## src/rtl/time_set_ctrl_pkg.sv

```systemverilog
// Shared constants, FSM state type and the wrap-around increment used by the time-preset editor.
package time_set_pkg;

  localparam logic [7:0] HOUR_MAX = 8'd23;
  localparam logic [7:0] MIN_MAX  = 8'd59;
  localparam logic [7:0] SEC_MAX  = 8'd59;

  typedef enum logic {
    IDLE = 1'b0,
    EDIT = 1'b1
  } state_t;

  function automatic logic [7:0] wrap_inc(input logic [7:0] value, input logic [7:0] max_value);
    return (value >= max_value) ? 8'd0 : value + 8'd1;
  endfunction

endpackage

```

## src/rtl/time_set_ctrl_if.sv

```systemverilog
// Key inputs and preset/pulse outputs of the time-set controller, bundled for module ports.
interface time_set_ctrl_if;

  logic       key_hour_raw;
  logic       key_min_raw;
  logic       key_sec_raw;
  logic       key_enter_raw;
  logic [7:0] hour_set;
  logic [7:0] min_set;
  logic [7:0] sec_set;
  logic       key_hour_up;
  logic       key_min_up;
  logic       key_sec_up;
  logic       key_enter;
  logic       editing;

  modport master (
    output key_hour_raw, key_min_raw, key_sec_raw, key_enter_raw,
    input  hour_set, min_set, sec_set,
    input  key_hour_up, key_min_up, key_sec_up, key_enter, editing
  );

  modport slave (
    input  key_hour_raw, key_min_raw, key_sec_raw, key_enter_raw,
    output hour_set, min_set, sec_set,
    output key_hour_up, key_min_up, key_sec_up, key_enter, editing
  );

endinterface

```

## src/rtl/time_set_ctrl_debounce.sv

```systemverilog
// Two-flop synchronizer plus counter debouncer; press is a one-cycle pulse on a debounced rising edge.
module key_debounce #(
  parameter int DEB_CNT = 1000000
) (
  input  logic clk,
  input  logic rst_n,
  input  logic raw,
  output logic level,
  output logic press
);

  localparam int CW = (DEB_CNT > 1) ? $clog2(DEB_CNT) : 1;
  localparam logic [CW-1:0] CNT_LAST = CW'(DEB_CNT - 1);

  logic [1:0]    sync_reg;
  logic [CW-1:0] cnt_reg;
  logic          level_reg;
  logic          press_reg;

  always_ff @(posedge clk or negedge rst_n) begin
    if (!rst_n) begin
      sync_reg  <= 2'b00;
      cnt_reg   <= '0;
      level_reg <= 1'b0;
      press_reg <= 1'b0;
    end else begin
      sync_reg  <= {sync_reg[0], raw};
      press_reg <= 1'b0;
      // Any sample agreeing with the current level restarts the stability count.
      if (sync_reg[1] == level_reg) begin
        cnt_reg <= '0;
      end else if (cnt_reg == CNT_LAST) begin
        cnt_reg   <= '0;
        level_reg <= sync_reg[1];
        press_reg <= sync_reg[1];
      end else begin
        cnt_reg <= cnt_reg + CW'(1);
      end
    end
  end

  assign level = level_reg;
  assign press = press_reg;

endmodule

```

## src/rtl/time_set_ctrl.sv

```systemverilog
// Hour/minute/second preset editor with IDLE/EDIT mode tracking.
// Optional auto-repeat of held up keys is enabled by defining TIME_SET_AUTO_REPEAT_EN.
module time_set_ctrl
  import time_set_pkg::*;
#(
  parameter int DEB_CNT = 1000000,
  parameter int REP_DLY = 50000000,
  parameter int REP_PER = 20000000
) (
  input logic            clk,
  input logic            rst_n,
  time_set_ctrl_if.slave bus
);

  // Key index: 0 hour, 1 min, 2 sec, 3 enter.
  logic [3:0] raw_vec;
  logic [3:0] level_vec;
  logic [3:0] press_vec;
  logic [2:0] up_evt;
  logic       unused_level;

  assign raw_vec = {bus.key_enter_raw, bus.key_sec_raw, bus.key_min_raw, bus.key_hour_raw};

  for (genvar gi = 0; gi < 4; gi++) begin : g_key
    key_debounce #(
      .DEB_CNT(DEB_CNT)
    ) u_debounce (
      .clk  (clk),
      .rst_n(rst_n),
      .raw  (raw_vec[gi]),
      .level(level_vec[gi]),
      .press(press_vec[gi])
    );
  end

  assign unused_level = ^level_vec;

`ifdef TIME_SET_AUTO_REPEAT_EN
  localparam int REP_MAX = (REP_DLY > REP_PER) ? REP_DLY : REP_PER;
  localparam int RW      = $clog2(REP_MAX + 1);

  logic [2:0] rep_evt;

  for (genvar gi = 0; gi < 3; gi++) begin : g_rep
    logic [RW-1:0] rep_cnt_reg;
    logic          rep_first_reg;
    logic [RW-1:0] rep_target;

    // The counter holds cycles elapsed since the last press or repeat while the key stays down.
    assign rep_target   = rep_first_reg ? RW'(REP_DLY) : RW'(REP_PER);
    assign rep_evt[gi]  = level_vec[gi] && !press_vec[gi] && (rep_cnt_reg == rep_target);

    always_ff @(posedge clk or negedge rst_n) begin
      if (!rst_n) begin
        rep_cnt_reg   <= '0;
        rep_first_reg <= 1'b1;
      end else if (!level_vec[gi]) begin
        rep_cnt_reg   <= '0;
        rep_first_reg <= 1'b1;
      end else if (press_vec[gi]) begin
        rep_cnt_reg   <= RW'(1);
        rep_first_reg <= 1'b1;
      end else if (rep_evt[gi]) begin
        rep_cnt_reg   <= RW'(1);
        rep_first_reg <= 1'b0;
      end else begin
        rep_cnt_reg <= rep_cnt_reg + RW'(1);
      end
    end
  end

  assign up_evt = press_vec[2:0] | rep_evt;
`else
  localparam int unused_rep_cfg = REP_DLY + REP_PER;

  assign up_evt = press_vec[2:0];
`endif

  state_t     state_reg, state_next;
  logic [7:0] hour_reg, hour_next;
  logic [7:0] min_reg, min_next;
  logic [7:0] sec_reg, sec_next;
  logic [2:0] up_reg;
  logic       enter_reg;
  logic       editing_reg;

  always_comb begin
    state_next = state_reg;
    hour_next  = hour_reg;
    min_next   = min_reg;
    sec_next   = sec_reg;
    // An up press always lands in EDIT, even when enter arrives on the same cycle.
    case (state_reg)
      IDLE: if (|up_evt) state_next = EDIT;
      EDIT: if (press_vec[3] && !(|up_evt)) state_next = IDLE;
    endcase
    if (up_evt[0]) hour_next = wrap_inc(hour_reg, HOUR_MAX);
    if (up_evt[1]) min_next  = wrap_inc(min_reg, MIN_MAX);
    if (up_evt[2]) sec_next  = wrap_inc(sec_reg, SEC_MAX);
  end

  always_ff @(posedge clk or negedge rst_n) begin
    if (!rst_n) begin
      state_reg   <= IDLE;
      hour_reg    <= 8'd0;
      min_reg     <= 8'd0;
      sec_reg     <= 8'd0;
      up_reg      <= 3'b000;
      enter_reg   <= 1'b0;
      editing_reg <= 1'b0;
    end else begin
      state_reg   <= state_next;
      hour_reg    <= hour_next;
      min_reg     <= min_next;
      sec_reg     <= sec_next;
      up_reg      <= up_evt;
      enter_reg   <= press_vec[3];
      editing_reg <= (state_reg == EDIT);
    end
  end

  assign bus.hour_set    = hour_reg;
  assign bus.min_set     = min_reg;
  assign bus.sec_set     = sec_reg;
  assign bus.key_hour_up = up_reg[0];
  assign bus.key_min_up  = up_reg[1];
  assign bus.key_sec_up  = up_reg[2];
  assign bus.key_enter   = enter_reg;
  assign bus.editing     = editing_reg;

endmodule

```

## src/flat_wrapper.sv

```systemverilog
// flat-port wrapper written by rule: the top's interface ports become plain ports
module time_set_ctrl_flat import time_set_pkg::*;
#(
  parameter int DEB_CNT = 1000000,
  parameter int REP_DLY = 50000000,
  parameter int REP_PER = 20000000
)
  (clk, rst_n, bus_key_hour_raw, bus_key_min_raw, bus_key_sec_raw, bus_key_enter_raw, bus_hour_set, bus_min_set, bus_sec_set, bus_key_hour_up, bus_key_min_up, bus_key_sec_up, bus_key_enter, bus_editing);
  time_set_ctrl_if bus_i ();
  input logic clk;
  input logic rst_n;
  input wire logic [$bits(bus_i.key_hour_raw)-1:0] bus_key_hour_raw;
  input wire logic [$bits(bus_i.key_min_raw)-1:0] bus_key_min_raw;
  input wire logic [$bits(bus_i.key_sec_raw)-1:0] bus_key_sec_raw;
  input wire logic [$bits(bus_i.key_enter_raw)-1:0] bus_key_enter_raw;
  output wire logic [$bits(bus_i.hour_set)-1:0] bus_hour_set;
  output wire logic [$bits(bus_i.min_set)-1:0] bus_min_set;
  output wire logic [$bits(bus_i.sec_set)-1:0] bus_sec_set;
  output wire logic [$bits(bus_i.key_hour_up)-1:0] bus_key_hour_up;
  output wire logic [$bits(bus_i.key_min_up)-1:0] bus_key_min_up;
  output wire logic [$bits(bus_i.key_sec_up)-1:0] bus_key_sec_up;
  output wire logic [$bits(bus_i.key_enter)-1:0] bus_key_enter;
  output wire logic [$bits(bus_i.editing)-1:0] bus_editing;
  assign bus_i.key_hour_raw = bus_key_hour_raw;
  assign bus_i.key_min_raw = bus_key_min_raw;
  assign bus_i.key_sec_raw = bus_key_sec_raw;
  assign bus_i.key_enter_raw = bus_key_enter_raw;
  assign bus_hour_set = bus_i.hour_set;
  assign bus_min_set = bus_i.min_set;
  assign bus_sec_set = bus_i.sec_set;
  assign bus_key_hour_up = bus_i.key_hour_up;
  assign bus_key_min_up = bus_i.key_min_up;
  assign bus_key_sec_up = bus_i.key_sec_up;
  assign bus_key_enter = bus_i.key_enter;
  assign bus_editing = bus_i.editing;
  time_set_ctrl #(.DEB_CNT(DEB_CNT), .REP_DLY(REP_DLY), .REP_PER(REP_PER)) u_core (.clk(clk), .rst_n(rst_n), .bus(bus_i));
endmodule
```

## config.mk

```make
export PLATFORM = sky130hd
export DESIGN_NAME = time_set_ctrl_flat
export DESIGN_NICKNAME = d
export VERILOG_FILES = /design/src/rtl/time_set_ctrl_pkg.sv /design/src/rtl/time_set_ctrl_if.sv /design/src/rtl/time_set_ctrl_debounce.sv /design/src/rtl/time_set_ctrl.sv /design/src/flat_wrapper.sv
export SDC_FILE = /design/constraint.sdc
export NUM_CORES = 1
export LEC_CHECK = 0
export CAP_MARGIN = 30
export CORE_ASPECT_RATIO = 0.7
export CORE_MARGIN = 8
export CORE_UTILIZATION = 50
export CTS_CLUSTER_SIZE = 16
export DETAILED_ROUTE_END_ITERATION = 10
export PLACE_DENSITY = 0.76
export SETUP_SLACK_MARGIN = 0.5
export SKIP_CTS_REPAIR_TIMING = 1
export SYNTH_ARGS = -nofsm -noshare
export SYNTH_HDL_FRONTEND = slang
export SYNTH_SLANG_ARGS = --single-unit
```

## constraint.sdc

```tcl
create_clock -name clk -period 4.6 [get_ports clk]
set_input_delay 0.69 -clock clk [delete_from_list [all_inputs] [get_ports clk]]
set_output_delay 0.69 -clock clk [all_outputs]
set_load 0.01 [all_outputs]
```

[After elaboration in Yosys (flattened, before gate mapping)]
Cells that the tools add are included.
Operators by class
  $add $sub $neg: 7
  magnitude comparators: 3
  equal/unequal tests: 8
  multiplexer cells: 22
  bitwise operators: 5
  reductions and logical operators: 7
Operator list (count)
  2-to-1 mux 20 bit: 8
  adder 20 x 1 -> 20 bit (second input constant): 4
  == test 20 bit (second input constant): 4
  adder 8 x 1 -> 8 bit (second input constant): 3
  2-to-1 mux 8 bit: 3
  >= comparator 8 x 6 -> 1 bit (second input constant): 2
  2-to-1 mux 1 bit: 10
  >= comparator 8 x 5 -> 1 bit (second input constant): 1
  AND reduction 2 bit: 4
  inverter 1 bit: 5
  == test 1 bit: 4
  OR reduction 3 bit: 1
  one-hot mux 1 bit (2 select lines): 1
  logical AND 1 bit: 1
  logical NOT 1 bit: 1
Storage, ports and cells
  register bits after elaboration: 126
  input bits: 6
  output and inout port bits: 29
  logic and storage cells: 75

[Depth between registers and ports, before layout]
Gate-level depths: netlist of run 1.
  depth in word-level cells: 5
  mapped depth: 6
  depth with buffers taken out: 5

[Cells and area by module]
From an unflattened synthesis of run 1, not the netlist that was laid out.
Second synthesis, totals
  cells, all modules: 589
  area total of the unflattened synthesis: 5936.9 sq um
Modules (own cells, without submodules)
  key_debounce (u_core.g_key[0].u_debounce ...): instances 3, cells an instance 116, area each 1136.1 sq um
  time_set_ctrl: instances 1, cells an instance 131, area each 1391.3 sq um
  key_debounce (u_core.g_key[2].u_debounce): instances 1, cells an instance 110, area each 1137.3 sq um

[Worst setup path after synthesis of run 1]
Ideal clock, no wire load.
  kind: reg-to-reg
  start point: reg u_core.g_key[2].u_debounce.cnt_reg[15]
  end point: reg u_core.g_key[2].u_debounce.level_reg
  setup time: 0.125 ns
  data arrival time: 1.876 ns
  required time: 4.475 ns
  slack: 2.600 ns
  cell stages (with the launch flop): 5
  path buffers: 0
  cell sequence: dfrtp_1 -> or4b_1 -> or4_1 -> nor2_1 -> mux2_2
On the way
  cells in the longest elaborated chain, start to end: 2
Ends and longest elaborated chain
  from (decl): line time_set_ctrl_debounce.sv:16  | logic [CW-1:0] cnt_reg;
  from (signal assigned): line time_set_ctrl_debounce.sv:37  | cnt_reg <= cnt_reg + CW'(1);
  == test 20 bit: line time_set_ctrl_debounce.sv:32  | end else if (cnt_reg == CNT_LAST) begin
  AND reduction 2 bit (no line)
  to (signal assigned): line time_set_ctrl_debounce.sv:34  | level_reg <= sync_reg[1];
  to (decl): line time_set_ctrl_debounce.sv:17  | logic level_reg;
No other way between the ends.
A chain may end at the register's enable or synchronous reset.

[Final worst setup path of run 1]
  start point: reg u_core.g_key[2].u_debounce.cnt_reg[15]
  end point: reg u_core.g_key[2].u_debounce.cnt_reg[7]
On the way
  cells in the longest elaborated chain, start to end: 3
Ends and longest elaborated chain
  == test 20 bit: line time_set_ctrl_debounce.sv:32
  2-to-1 mux 20 bit: line time_set_ctrl_debounce.sv:32
  2-to-1 mux 20 bit: line time_set_ctrl_debounce.sv:30  | if (sync_reg[1] == level_reg) begin
No other way between the ends.

==> metrics.csv, run 1 <==
metric,value,unit
post-synth top area cell,dfrtp_1,
antenna violations before repair,0,
CP Max Fanout,13,
power per cell area,368,nW/um2
via count,4403,
vias in the first global route,4298,
"CP delay by family, top",simple AND/OR/NAND/NOR gates,
# setup viols final,0,
HPWL after DPL,7.82,mm
clk_skew,0.00987,ns
Die W,145,um
clock-pin slew on the worst setup and hold paths,0.05,ns
status,finished clean,
Crit path buffers/inverters,1,
minimum clock period,2.40,ns
"count leader, synth",dfrtp_1,
total power draw,2.57,mW
Layout area overhead,19.0,%
min setup slack post-route,2.20,ns
Via density,5.64,
final worst path period share,52.2,%
"EDFF count, synth",0,
TNS Setup,0,ns
CORE AREA,11600,um2
Netlist cell types,49,
num rows,33,
"Core Util, Final",60.3,%
first-pass iteration count of the detailed router,4,
total CTS buffers,17,
pre-CTS WS,2.22,ns
RSZ-0062 raised after global routing,no,
share of cells above drive strength 1,8.19,%
cell count after synthesis,567,
CTS tree,yes,
Slew HR,33.1,%
# fillers,922,
gpl congestion,0.844,
cell area after synthesis,5860,um2
Crit Path Class,flop to flop,
routed len/inst,14.9,um
GRT Residual Overflow,0,
cells along the critical path,or4b_1 -> or4_1 -> o21ai_1 -> buf_4 -> nor2_1,
IO Port Bufs,34,
H-tree depth,4,
DRC,0,
critical path's largest stage delay,0.53,ns
Largest register FFs,80,
"Hold Vio Cnt, Final",0,
post-route ant nets,0,
n_diodes,0,
Synth top area share,53.8,%
clock sink total,126,
maximum number of pins on one net before global-route repair,60,
io pins,35,
Startpoint Class,flop,
"Req. time, crit path",4.89,ns
Area contributors post-synth,"dfrtp_1, xnor2_1, nor2_1",
Fmax achieved,417,MHz
Seq cells post-synth,126,
Crit-path slowest cell,or4_1,
first-pass GRT wire length,20.3,mm
MaxCap Viol Count,0,
clock root cell,clkbuf_16,
worst skew pair latency,0.40,ns
Synth Warn #,0,
syn nets,580,
VDD IR max,263,uV
LEAKAGE,2.89,nW
element type at the critical path end,flop,
dominant synthesized flop cell,dfrtp_1,
Worst Hold Class,input pin to asynchronous set/reset pin,
worst-margin pin slew,1.00,ns
NumNets Final,626,
wire length after detailed routing,11.6,mm
Async SR Flop Fraction,100,%
"Seq/Total Area, Yosys",53.8,%
Die Footprint,15500,um2
"top cells by count, synth","dfrtp_1, nor2_1, xnor2_1",
Clock Tree Buf Depth,2,
max-slew violations,0,
CP arrival,2.69,ns
Tot GR Track Use,15.7,%
DRT iter0 DRCs,241,
Initial Utilization,50.7,%
mean post-synth cell area,10.3,um2
Die Y,107,um
## worst paths after layout
check / endpoint / start / slack (ns) / depth (start not counted)
setup / recovery: u_core.g_key[2].u_debounce.cnt_reg[7]$_DFF_PN0_ / u_core.g_key[2].u_debounce.cnt_reg[15]$_DFF_PN0_ / 2.20 / 5
hold / removal: u_core.g_key[3].u_debounce.cnt_reg[3]$_DFF_PN0_ / rst_n / 0.35 / 1
setup reg to reg: u_core.g_key[2].u_debounce.cnt_reg[7]$_DFF_PN0_ / u_core.g_key[2].u_debounce.cnt_reg[15]$_DFF_PN0_ / 2.20 / 5
hold reg to reg: u_core.g_key[1].u_debounce.sync_reg[1]$_DFF_PN0_ / u_core.g_key[1].u_debounce.sync_reg[0]$_DFF_PN0_ / 0.35 / 0
max in group asynchronous: u_core.g_key[1].u_debounce.cnt_reg[8]$_DFF_PN0_ / rst_n / 3.34 / 2
min in group clk: u_core.g_key[1].u_debounce.sync_reg[1]$_DFF_PN0_ / u_core.g_key[1].u_debounce.sync_reg[0]$_DFF_PN0_ / 0.35 / 0
## placed cells by master (no fill, tap or decap), types with 7 or more instances in the layout
| cell type | instances |
|---|---|
| a21oi_1 | 31 |
| and3_1 | 16 |
| clkbuf_16 | 17 |
| clkdlybuf4s50_1 | 33 |
| dfrtp_1 | 126 |
| ha_1 | 7 |
| inv_1 | 20 |
| nand2_1 | 28 |
| nand3_1 | 29 |
| nand4_1 | 22 |
| nor2_1 | 70 |
| nor2b_1 | 8 |
| nor3_1 | 15 |
| nor4_1 | 12 |
| o21ai_0 | 20 |
| o31ai_1 | 11 |
| or3_1 | 12 |
| or4_1 | 10 |
| xnor2_1 | 37 |
| xor2_1 | 20 |
## layout make-up
class                   instances  area (um2)  share of cell area, %
multi-input cells             410        2580                   37.0
clock buffers                  22         464                   6.65
clock inverters                 7         138                   1.97
inverters                      20        75.1                   1.08
well taps                     157         196                   2.82
flip-flops and latches        126        3150                   45.2
repair buffers                 38         368                   5.27
## per-stage QoR
stage          cells  hold slack (ns)  area [um2]
6_report         780            0.345        6980
5_1_grt          780            0.352        6980
4_1_cts          780            0.348        6980
3_5_place_dp     751            0.336        6370
3_3_place_gp     751            0.333        6370
2_1_floorplan    567            0.331        5860
## worst register-to-register path: cells and delay by family, from the launching register on
| family | cells | cell delay [ns] |
|---|---|---|
| and+or+nand+nor | 3 | 1.12 |
| DFF | 1 | 0.44 |
| AOI/OAI and AO/OA | 1 | 0.44 |
| buffers and inverters | 1 | 0.29 |
## power by group
| group | internal [mW] | total (mW) | switching (mW) | leakage, nW |
|---|---|---|---|---|
| clock network | 0.924 | 1.38 | 0.452 | 0.292 |
| registers | 1.12 | 1.13 | 0.0108 | 1.73 |
| logic | 0.0168 | 0.0577 | 0.0409 | 0.871 |
| total | 2.06 | 2.57 | 0.504 | 2.89 |
## metal layers
layer | vias to the layer above | global-route usage (%) | routed length [um]
li1 | 2125 | - | -
met4 | 0 | 4.89 | 114
met2 | 100 | 24.5 | 5360
met3 | 14 | 5.01 | 592
met1 | 2164 | 20.6 | 5530
met5 | - | 0 | 0
## logic make-up (layout without fill, tap and decap cells)
kind of cell,after synthesis,in the layout,share of synthesized area (%)
AO/OA/AOI/OAI,78,78,8.50
AND/OR/NAND/NOR,261,261,24.2
multiplexers,7,7,1.34
flip-flops,126,126,53.8
buffers and inverters,31,87,2.18
adder cells (fa/ha/maj),7,7,1.49
XOR/XNOR,57,57,8.52
Note: power is estimated with default switching activity, not from simulation.
==> run 2, diff against run 1 <==
Settings changed: PLACE_DENSITY 0.76 to 0.79.
Clock period 4.6 ns to 2.1 ns, I/O delays scaled along.
==> run 2 against run 1 <==
Against the previous run: setup slack lost 2.2 ns; maximum frequency up 17%; via count is 14% higher; clock power grew 100%; critical endpoint is now u_core.g_key[2].u_debounce.cnt_reg[2]$_DFF_PN0_; highest routed layer unchanged.
==> metrics.csv, run 2 (same netlist as run 1, synthesis figures left out) <==
metric,value,unit,change
maximum number of pins on one net before global-route repair,49,,-18%
worst skew pair latency,0.42,ns,+0.02 ns
Slew HR,57.8,%,+25 points
total CTS buffers,17,,unchanged
clk_skew,0.00864,ns,-0.00123 ns
CTS tree,yes,,
Worst Hold Class,input pin to flop,,
IO Port Bufs,34,,unchanged
io pins,35,,unchanged
antenna violations before repair,0,,unchanged
HPWL after DPL,8.58,mm,+9.6%
"Req. time, crit path",2.39,ns,-2.50 ns
H-tree depth,4,,unchanged
Largest register FFs,80,,unchanged
num rows,33,,unchanged
first-pass GRT wire length,21.6,mm,+6.2%
RSZ-0062 raised after global routing,yes,,
worst-margin pin slew,0.633,ns,-0.367 ns
Crit-path slowest cell,or4_4,,
Die Footprint,15500,um2,unchanged
Fmax achieved,487,MHz,+17%
Initial Utilization,50.7,%,unchanged
final worst path period share,97.9,%,+46 points
GRT Residual Overflow,0,,unchanged
Die Y,107,um,unchanged
vias in the first global route,4467,,+3.9%
Tot GR Track Use,16.9,%,+1.3 points
register area,3180,um2,+0.83%
critical path's largest stage delay,0.57,ns,+0.04 ns
gpl congestion,0.854,,+1.2%
cells along the critical path,or4b_4 -> or4_4 -> o21ai_4 -> buf_6 -> nor2_1,,
# fillers,756,,-18%
share of cells above drive strength 1,33.3,%,+25 points
status,finished clean,,
most frequent cells in the layout,"dfrtp_1, buf_4, nor2_1, xnor2_1, dlymetal6s2s_1",,
Multi-input gate area,3090,um2,+20%
first-pass iteration count of the detailed router,5,,+1
CP arrival,2.35,ns,-0.34 ns
LEAKAGE,3.77,nW,+30%
via count,5016,,+14%
CORE AREA,11600,um2,unchanged
element type at the critical path end,flop,,
wire length after detailed routing,15.6,mm,+35%
n_diodes,0,,unchanged
Via density,5.85,,+3.7%
Startpoint Class,flop,,
routed len/inst,18.2,um,+23%
Hold Path Stages,1,,
clock sink total,126,,unchanged
NumNets Final,700,,+12%
final instance area,8220,um2,+18%
Worst R2R Path Depth,5,,unchanged
minimum clock period,2.06,ns,-0.345 ns
"Hold Vio Cnt, Final",0,,unchanged
"most common cell after layout, fill and taps aside",dfrtp_1,,
max-slew violations,0,,unchanged
clock-pin slew on the worst setup and hold paths,0.06,ns,about the same
clock root cell,clkbuf_16,,
post-route ant nets,0,,unchanged
# setup viols final,0,,unchanged
power per cell area,669,nW/um2,+82%
DRC,0,,unchanged
DRT iter0 DRCs,462,,+92%
VDD IR max,614,uV,+130%
MaxCap Viol Count,0,,unchanged
Die W,145,um,unchanged
Clock Tree Buf Depth,2,,unchanged
Crit Path Class,flop to flop,,
CP Max Fanout,6,,-7
"Core Util, Final",71.1,%,+11 points
Layout area overhead,40.3,%,
instance area at placement,6650,um2,+4.3%
total power draw,5.50,mW,+110%
[run 2: changes by cell type in the layout (fill, tap and decap cells not counted), moves of 12 or more]
cell / delta
nor2_1: -28
nor2_2: +17
dlymetal6s2s_1: +28
dfrtp_1: -21
a21oi_1: -12
buf_4: +60
dfrtp_2: +21
clkdlybuf4s50_1: -28
[run 2: worst max-delay path, delay by kind of cell, from the launching register on]
| kind | cells | cell delay, ns |
|---|---|---|
| buffers and inverters | 1 | 0.16 |
| and+or+nand+nor | 3 | 1.13 |
| DFF | 1 | 0.44 |
| AOI/OAI and AO/OA | 1 | 0.20 |
[run 2: power by group]
| group | switching (mW) | total (mW) | internal (mW) |
|---|---|---|---|
| clock | 1.10 | 2.80 | 1.70 |
| combinational | 0.122 | 0.212 | 0.0897 |
| sequential | 0.0294 | 2.49 | 2.46 |
[run 2: cell type report]
| cell class | count | share of cell area, % |
|---|---|---|
| clock buffer | 20 | 5.55 |
| clock inverter | 12 | 1.35 |
| inverter | 20 | 0.913 |
| multi-input combinational | 410 | 37.6 |
| sequential | 126 | 38.7 |
| tap | 157 | 2.39 |
| timing repair buffer | 112 | 13.5 |
[run 2: final timing paths]
kind	start	to	slack, ns
max in group asynchronous	rst_n	u_core.g_key[3].u_debounce.cnt_reg[6]$_DFF_PN0_	0.96
min	bus_key_sec_raw	u_core.g_key[2].u_debounce.sync_reg[0]$_DFF_PN0_	0.34
min in group asynchronous	rst_n	u_core.g_key[1].u_debounce.cnt_reg[11]$_DFF_PN0_	0.46
max reg2reg	u_core.g_key[2].u_debounce.cnt_reg[6]$_DFF_PN0_	u_core.g_key[2].u_debounce.cnt_reg[2]$_DFF_PN0_	0.04
min reg2reg	u_core.g_key[1].u_debounce.sync_reg[0]$_DFF_PN0_	u_core.g_key[1].u_debounce.sync_reg[1]$_DFF_PN0_	0.35
max	u_core.g_key[2].u_debounce.cnt_reg[6]$_DFF_PN0_	u_core.g_key[2].u_debounce.cnt_reg[2]$_DFF_PN0_	0.04
[run 2: routing by layer]
metal / track usage [%] / vias to the layer above / part of all wire (%)
met5: 0 / - / 0
met4: 7.03 / 0 / 2.1
met3: 4.80 / 37 / 4.7
met2: 27.7 / 169 / 51
met1: 21.0 / 2533 / 42
li1: - / 2277 / -
[run 2: metrics by stage]
stage               cells  hold slack (ns)    TNS, ns  worst slack (ns)
floorplan             567           0.0194          0             0.136
global placement      765            0.335          0             0.111
detailed placement    765            0.336          0            0.0646
CTS                   797          -0.0608          0            0.0447
global route          857            0.322  -0.000146         -0.000146
finish                857            0.337          0            0.0445
==> run 3, diff against run 2 <==
Settings changed: CELL_PAD_IN_SITES_DETAIL_PLACEMENT from default to 0, CELL_PAD_IN_SITES_GLOBAL_PLACEMENT from default to 1, CORE_UTILIZATION 50 to 43, PLACE_DENSITY 0.79 to 0.83.
==> run 3 against run 2 <==
Against the previous run: flip-flop and latch count stayed put; worst hold slack worse by 0.32 ns; power is 7.4% higher; clock power is 15% higher; global-route usage is 2.2 points lower; setup slack better by 0.040 ns; critical endpoint is now u_core.g_key[2].u_debounce.cnt_reg[14]$_DFF_PN0_; routed wire length is 12% lower; combinational power is 11% lower; sequential power hardly changed; utilization is 10 points lower.
==> metrics.csv, run 3 (same netlist as run 1, synthesis figures left out) <==
metric,value,unit,change
status,finished clean,,
non-filler cells in the finished layout,866,,+1.1%
LEAKAGE,3.74,nW,-0.86%
Clock Tree Buf Depth,2,,unchanged
first-pass iteration count of the detailed router,4,,-1
most frequent cells in the layout,"dfrtp_1, buf_4, nor2_1, xnor2_1, dlymetal6s2s_1",,
antenna violations before repair,0,,unchanged
n_diodes,0,,unchanged
final worst path period share,96.0,%,-1.9 points
Slew HR,55.9,%,-1.9 points
# fillers,1033,,+37%
post-route ant nets,0,,unchanged
num rows,35,,+6.1%
Via density,5.37,,-8.3%
routed len/inst,15.8,um,-13%
DRT iter0 DRCs,353,,-24%
RSZ-0062 raised after global routing,yes,,
share of cells above drive strength 1,29.2,%,-4.1 points
worst-margin pin slew,0.662,ns,+0.0290 ns
Fmax achieved,496,MHz,+2.0%
"Req. time, crit path",2.38,ns,about the same
gpl congestion,0.801,,-6.2%
CP arrival,2.29,ns,-0.06 ns
Die Y,114,um,+6.7%
CP Max Fanout,12,,+6
Startpoint Class,flop,,
# setup viols final,0,,unchanged
io pins,35,,unchanged
MaxCap Viol Count,0,,unchanged
maximum number of pins on one net before global-route repair,127,,+160%
max-slew violations,0,,unchanged
Die Footprint,17700,um2,+14%
power per cell area,733,nW/um2,+9.6%
NumNets Final,681,,-2.7%
number of placed cells counting well taps,793,,+3.7%
element type at the critical path end,flop,,
IO Port Bufs,34,,unchanged
"Hold Vio Cnt, Final",0,,unchanged
Layout area overhead,37.4,%,
total CTS buffers,17,,unchanged
Worst Hold Class,input pin to asynchronous set/reset pin,,
TNS Setup,0,ns,unchanged
clock-pin slew on the worst setup and hold paths,0.06,ns,about the same
VDD IR max,562,uV,-8.5%
Tot GR Track Use,14.7,%,-2.2 points
H-tree depth,4,,unchanged
HPWL after DPL,8.34,mm,-2.8%
"most common cell after layout, fill and taps aside",dfrtp_1,,
via count,4648,,-7.3%
wire length after detailed routing,13.7,mm,-12%
Largest register FFs,80,,unchanged
clk_skew,0.0119,ns,+0.00326 ns
Die W,156,um,+7.0%
worst skew pair latency,0.41,ns,about the same
GRT Residual Overflow,0,,unchanged
minimum clock period,2.02,ns,-0.0403 ns
Crit Path Class,flop to flop,,
DRC,0,,unchanged
Initial Utilization,44.3,%,-6.4 points
clock root cell,clkbuf_16,,
CORE AREA,13200,um2,+14%
CTS tree,yes,,
clock sink total,126,,unchanged
first-pass GRT wire length,21.1,mm,-2.1%
vias in the first global route,4381,,-1.9%
==> run 3: cell count changes in the layout (fill, tap and decap cells not counted), moves of 3 or more <==
| cell | delta |
|---|---|
| nor2_1 | +4 |
| nor2_4 | -9 |
| a21oi_1 | +7 |
| buf_6 | +3 |
| nor2_2 | +5 |
| a21oi_2 | -6 |
| buf_4 | -16 |
| bufinv_16 | +4 |
| buf_12 | -4 |
==> run 3: layout make-up <==
cell class | count | area, um2 | area share (%)
Inverter | 20 | 75.1 | 0.932
Multi-Input combinational cell | 410 | 3000 | 37.3
Sequential cell | 126 | 3180 | 39.5
Tap cell | 185 | 231 | 2.87
Clock inverter | 13 | 213 | 2.64
Timing Repair Buffer | 93 | 912 | 11.3
Clock buffer | 19 | 443 | 5.50
==> run 3: through the flow <==
stage	util (%)	total power [mW]	cell area [um2]	hold WS [ns]	setup slack (ns)
finish	60.9	5.90	8060	0.0182	0.0848
global route	60.9	6.12	8060	0.0201	0.0450
CTS	55.4	5.93	7320	0.0411	0.0127
detailed placement	50.4	2.67	6670	0.336	0.0307
global placement	50.4	2.67	6670	0.337	0.0934
floorplan	-	2.59	6010	0.0194	0.136
==> run 3: power by group <==
group | switching, mW | internal (mW) | total [mW] | leakage [nW]
clock network | 1.09 | 2.14 | 3.23 | 0.310
logic | 0.112 | 0.0761 | 0.188 | 1.73
registers | 0.0271 | 2.46 | 2.48 | 1.70
total | 1.23 | 4.68 | 5.90 | 3.74
==> run 3: layer usage <==
metal	vias to the layer above	global-route usage [%]	wire length, um
li1	2241	-	-
met1	2302	19.0	6440
met2	94	23.5	6630
met3	11	4.46	483
met4	0	4.12	132
met5	-	0	0
==> run 3: final timing paths <==
kind | start | end | slack (ns) | cells after the start
setup / recovery | u_core.g_key[2].u_debounce.cnt_reg[10]$_DFF_PN0_ | u_core.g_key[2].u_debounce.cnt_reg[14]$_DFF_PN0_ | 0.08 | 5
hold / removal | rst_n | u_core.g_key[1].u_debounce.cnt_reg[11]$_DFF_PN0_ | 0.02 | 2
setup reg to reg | u_core.g_key[2].u_debounce.cnt_reg[10]$_DFF_PN0_ | u_core.g_key[2].u_debounce.cnt_reg[14]$_DFF_PN0_ | 0.08 | 5
hold reg to reg | u_core.g_key[0].u_debounce.sync_reg[0]$_DFF_PN0_ | u_core.g_key[0].u_debounce.sync_reg[1]$_DFF_PN0_ | 0.35 | 0
max in group asynchronous | rst_n | u_core.bus.hour_set[4]$_DFFE_PN0P_ | 1.57 | 2
min in group clk | bus_key_hour_raw | u_core.g_key[0].u_debounce.sync_reg[0]$_DFF_PN0_ | 0.34 | 1
==> run 3: critical path, stage by stage, from the launching register on <==
cell	delay (ns)
dfrtp_1	0.38
or4_4	0.54
or4_4	0.56
o21ai_2	0.17
buf_6	0.17
a21oi_1	0.06
==> edit 1 (config.mk and constraints of run 3) <==
Add a define of `TIME_SET_AUTO_REPEAT_EN`.
--- a/src/rtl/time_set_ctrl.sv
+++ b/src/rtl/time_set_ctrl.sv
@@ -1,5 +1,7 @@
 // Hour/minute/second preset editor with IDLE/EDIT mode tracking.
 // Optional auto-repeat of held up keys is enabled by defining TIME_SET_AUTO_REPEAT_EN.
+`define TIME_SET_AUTO_REPEAT_EN
+
 module time_set_ctrl
   import time_set_pkg::*;
 #(
Function: same outputs for any inputs over 10 cycles, from zero or initial values and one cycle with rst_n low; that may be too few to reach the edited logic, so the function may still have changed.
==> edit 1 against run 3 <==
  * The flow now finishes with violations (negative setup slack)
  * Worst setup slack got worse by 0.099 ns
  * Power rose by 43%
  * Via count rose by 65%
  * Fmax fell by 4.7%
  * Design area rose by 69%
  * Sequential cell count rose by 81
  * Area after synthesis rose by 67%
  * Highest routed layer unchanged
  * Largest cell class is now multi-input combinational cells
  * Largest power group unchanged
  * Wire length rose by 66%
==> edit 1: results <==
group,metric,value,unit
run_status,outcome,"finished with violations",
run_status,violations,"negative setup slack",
clock_network,insertion_delay,0.51,ns
timing,setup_slack,-0.0145,ns
timing,setup_viol,5,
yosys,synthMuxAreaShare,0.461,%
clock_network,ctsHtreeMaxLevel,1,
yosys,synth_common_cells,"dfrtp_1 (204), nor2_1 (197), xor2_1 (79)",
power_and_ir_drop,seq-power,4.04,mW
yosys,synthDistinctLibCells,59,
grt,grt_pass1_wl,33500,um
yosys,synth_xor_xnor_area_share,13.0,%
grt,grt_pass1_vias,6754,
placed_design,dp_hpwl,13300,um
detailed_routing,num_vias,7661,
power_and_ir_drop,ir_drop,0.598,mV
setup_path,cp_slowest_cell,"or4b_4",
timing,tns,-0.0304,ns
setup_path,reg2regPathDepth,7,
cells_and_area,fin_nets,1176,
setup_path,rr_startpoint,"u_core.g_rep[2].rep_cnt_reg[11]",
setup_path,cp.arrival,2.49,ns
clock_network,clockBufferDepth,3,
yosys,synth_compound_area_share,3.82,%
timing,fin_skew,0.0118,ns
power_and_ir_drop,leakage,6.12,nW
timing,relSlewSlack,61.5,%
cells_and_area,drive_gt1_share,33.2,%
yosys,synth_nets,995,
yosys,yosys.area_share.adder,1.66,%
edit 1: final cells by class:
type | count | area [sq um]
Clock buffer | 29 | 648
Tap cell | 312 | 390
Timing Repair Buffer | 168 | 1630
Inverter | 33 | 126
Sequential cell | 207 | 5200
Fill cell | 1826 | 8930
Multi-Input combinational cell | 725 | 5430
Clock inverter | 11 | 145
edit 1: worst max-delay path by stage:
stage	slack, ns	cells after the start	to	from
floorplan	0.09	7	u_core.bus.hour_set[3]	u_core.g_rep[0].rep_cnt_reg[7]
global placement	0.04	7	u_core.bus.hour_set[3]	u_core.g_rep[0].rep_first_reg
detailed placement	-0.04	7	u_core.bus.sec_set[4]	u_core.g_rep[2].rep_cnt_reg[11]
CTS	-0.02	6	u_core.bus.sec_set[1]	u_core.g_rep[2].rep_cnt_reg[11]
global route	-0.08	7	u_core.g_rep[0].rep_cnt_reg[12]	u_core.g_rep[0].rep_first_reg
finish	-0.01	7	u_core.g_rep[2].rep_cnt_reg[20]	u_core.g_rep[2].rep_cnt_reg[11]
edit 1: per-layer routing:
metal | share of wire [%] | GRT usage, % | vias to the layer above
met4 | 1.7 | 2.82 | 0
met5 | 0 | 0 | -
li1 | - | - | 3703
met2 | 44 | 19.7 | 145
met3 | 3.8 | 2.50 | 32
met1 | 51 | 22.3 | 3781
edit 1: per-stage QoR:
stage | instance area [sq um] | hold slack (ns) | total power [mW] | setup slack (ns) | std cells
finish | 13600 | 0.251 | 8.45 | -0.0145 | 1485
detailed placement | 11100 | 0.246 | 4.29 | -0.0409 | 1360
global route | 13600 | 0.235 | 8.75 | -0.0767 | 1485
CTS | 11900 | -0.287 | 8.51 | -0.0230 | 1400
global placement | 11100 | 0.244 | 4.28 | 0.0386 | 1360
floorplan | 10000 | 0.0194 | 4.17 | 0.0904 | 976
==> edit 2 (config.mk and constraints of run 3) <==
Made on the original files. `DEB_CNT` is set to 1000000 in 3 places; all go to 2000000.
--- a/src/rtl/time_set_ctrl_debounce.sv
+++ b/src/rtl/time_set_ctrl_debounce.sv
@@ -1,6 +1,6 @@
 // Two-flop synchronizer plus counter debouncer; press is a one-cycle pulse on a debounced rising edge.
 module key_debounce #(
-  parameter int DEB_CNT = 1000000
+  parameter int DEB_CNT = 2000000
 ) (
   input  logic clk,
   input  logic rst_n,
--- a/src/rtl/time_set_ctrl.sv
+++ b/src/rtl/time_set_ctrl.sv
@@ -3,7 +3,7 @@
 module time_set_ctrl
   import time_set_pkg::*;
 #(
-  parameter int DEB_CNT = 1000000,
+  parameter int DEB_CNT = 2000000,
   parameter int REP_DLY = 50000000,
   parameter int REP_PER = 20000000
 ) (
--- a/src/flat_wrapper.sv
+++ b/src/flat_wrapper.sv
@@ -1,7 +1,7 @@
 // flat-port wrapper written by rule: the top's interface ports become plain ports
 module time_set_ctrl_flat import time_set_pkg::*;
 #(
-  parameter int DEB_CNT = 1000000,
+  parameter int DEB_CNT = 2000000,
   parameter int REP_DLY = 50000000,
   parameter int REP_PER = 20000000
 )
Formal check against the unedited RTL: no difference found for any inputs over 10 cycles, from zero or initial values and one cycle with rst_n low; that may be too few to reach the edited logic, so the function may still have changed.
==> edit 2 against run 3 <==
  * The run now ends with negative setup slack left
  * Hold slack better by 0.33 ns
  * Design area is 9.2% higher
  * Sequential cell count is 4 higher
  * Power is 1.0% higher
  * Area after synthesis is 3.6% higher
  * Combinational power is 38% higher
  * Wire length is 8.9% higher
  * Worst setup slack worse by 0.088 ns
==> edit 2: results <==
group,metric,value,unit
yosys,avgSynthCellArea,10.2,sq um
grt,grt_start_max_net_pins,53,
detailed_routing,wl_met2,7430,um
placed_design,globalplace.congestion,0.830,
cells_and_area,fillers,1065,
min_path,hold_class,"in2reg",
placed_design,dp_hpwl,8660,um
placed_design,placed_cells,828,
grt,grtUsageMet2,23.4,%
cells_and_area,drive_gt1_share,36.8,%
placed_design,pre_cts_ws,0.00685,ns
yosys,synthDistinctLibCells,46,
timing,setup_viol,1,
setup_path,cp_slowest_cell,"or4_1",
power_and_ir_drop,leakage,3.84,nW
grt,grt.total_usage,14.9,%
detailed_routing,drt_iter0_drc,406,
yosys,netlist_top_cells_area,"dfrtp_1 (54%), xnor2_1 (5.8%), nor2_1 (4.2%)",
cells_and_area,largest_reg_flops,84,
timing,fin_skew,0.00984,ns
yosys,synth_nets,609,
power_and_ir_drop,ir_drop,0.677,mV
yosys,synth_common_cells,"dfrtp_1 (130), nor2_1 (68), xnor2_1 (40)",
run_status,violations,"negative setup slack",
setup_path,cp_max_fo,2,
grt,use_met3,3.35,%
power_and_ir_drop,sw_frac_of_total,21.7,%
timing,relSlewSlack,66.5,%
run_status,outcome,"finished with violations",
grt,grt_use_met1,19.9,%
timing,setup_slack,-0.00324,ns
detailed_routing,route.met3.wl,505,um
power_and_ir_drop,finalPower,5.96,mW
grt,grt_pass1_wl,21900,um
setup_path,slowest_delay,0.53,ns
## edit 2: kinds of logic after synthesis
family                     share of synthesized area [%]
AOI/OAI and AO/OA                                   9.00
xor gates and xnor gates                            8.36
adders and majority gates                           1.44
buffers and inverters                               2.88
DFF                                                 53.5
muxes                                               1.30
and+or+nand+nor                                     23.5
## edit 2: area by class of cell
cell class                      count  area share, %
Multi-Input combinational cell    423           38.6
Clock buffer                       20           5.08
Timing Repair Buffer              118           13.3
Sequential cell                   130           37.3
Inverter                           23          0.982
Tap cell                          190           2.70
Clock inverter                     12           2.05
## edit 2: path summary, 6_finish.rpt
path                                                         from                                endpoint  slack [ns]  cells past startpoint
max in group asynchronous                                   rst_n   u_core.g_key[3].u_debounce.cnt_reg[2]        1.06                      3
min reg2reg                u_core.g_key[3].u_debounce.sync_reg[0]  u_core.g_key[3].u_debounce.sync_reg[1]        0.35                      0
min                                             bus_key_enter_raw  u_core.g_key[3].u_debounce.sync_reg[0]        0.34                      1
max reg2reg                u_core.g_key[0].u_debounce.cnt_reg[16]        u_core.g_key[0].u_debounce.level      -0.003                      4
max                        u_core.g_key[0].u_debounce.cnt_reg[16]        u_core.g_key[0].u_debounce.level      -0.003                      4
min in group asynchronous                                   rst_n   u_core.g_key[1].u_debounce.cnt_reg[0]        0.37                      2
## edit 2: stage by stage
stage          setup TNS (ns)  area, sq um
2_1_floorplan         -0.0340         6240
3_3_place_gp                0         6910
3_5_place_dp                0         6910
4_1_cts               -0.0232         7540
5_1_grt               -0.0537         8800
6_report             -0.00324         8800
## edit 2: worst reg2reg max path: stages, from the launching register on
cell	delay, ns
dfrtp_1	0.37
or4_1	0.53
or3_4	0.34
or4_4	0.44
mux2_4	0.31
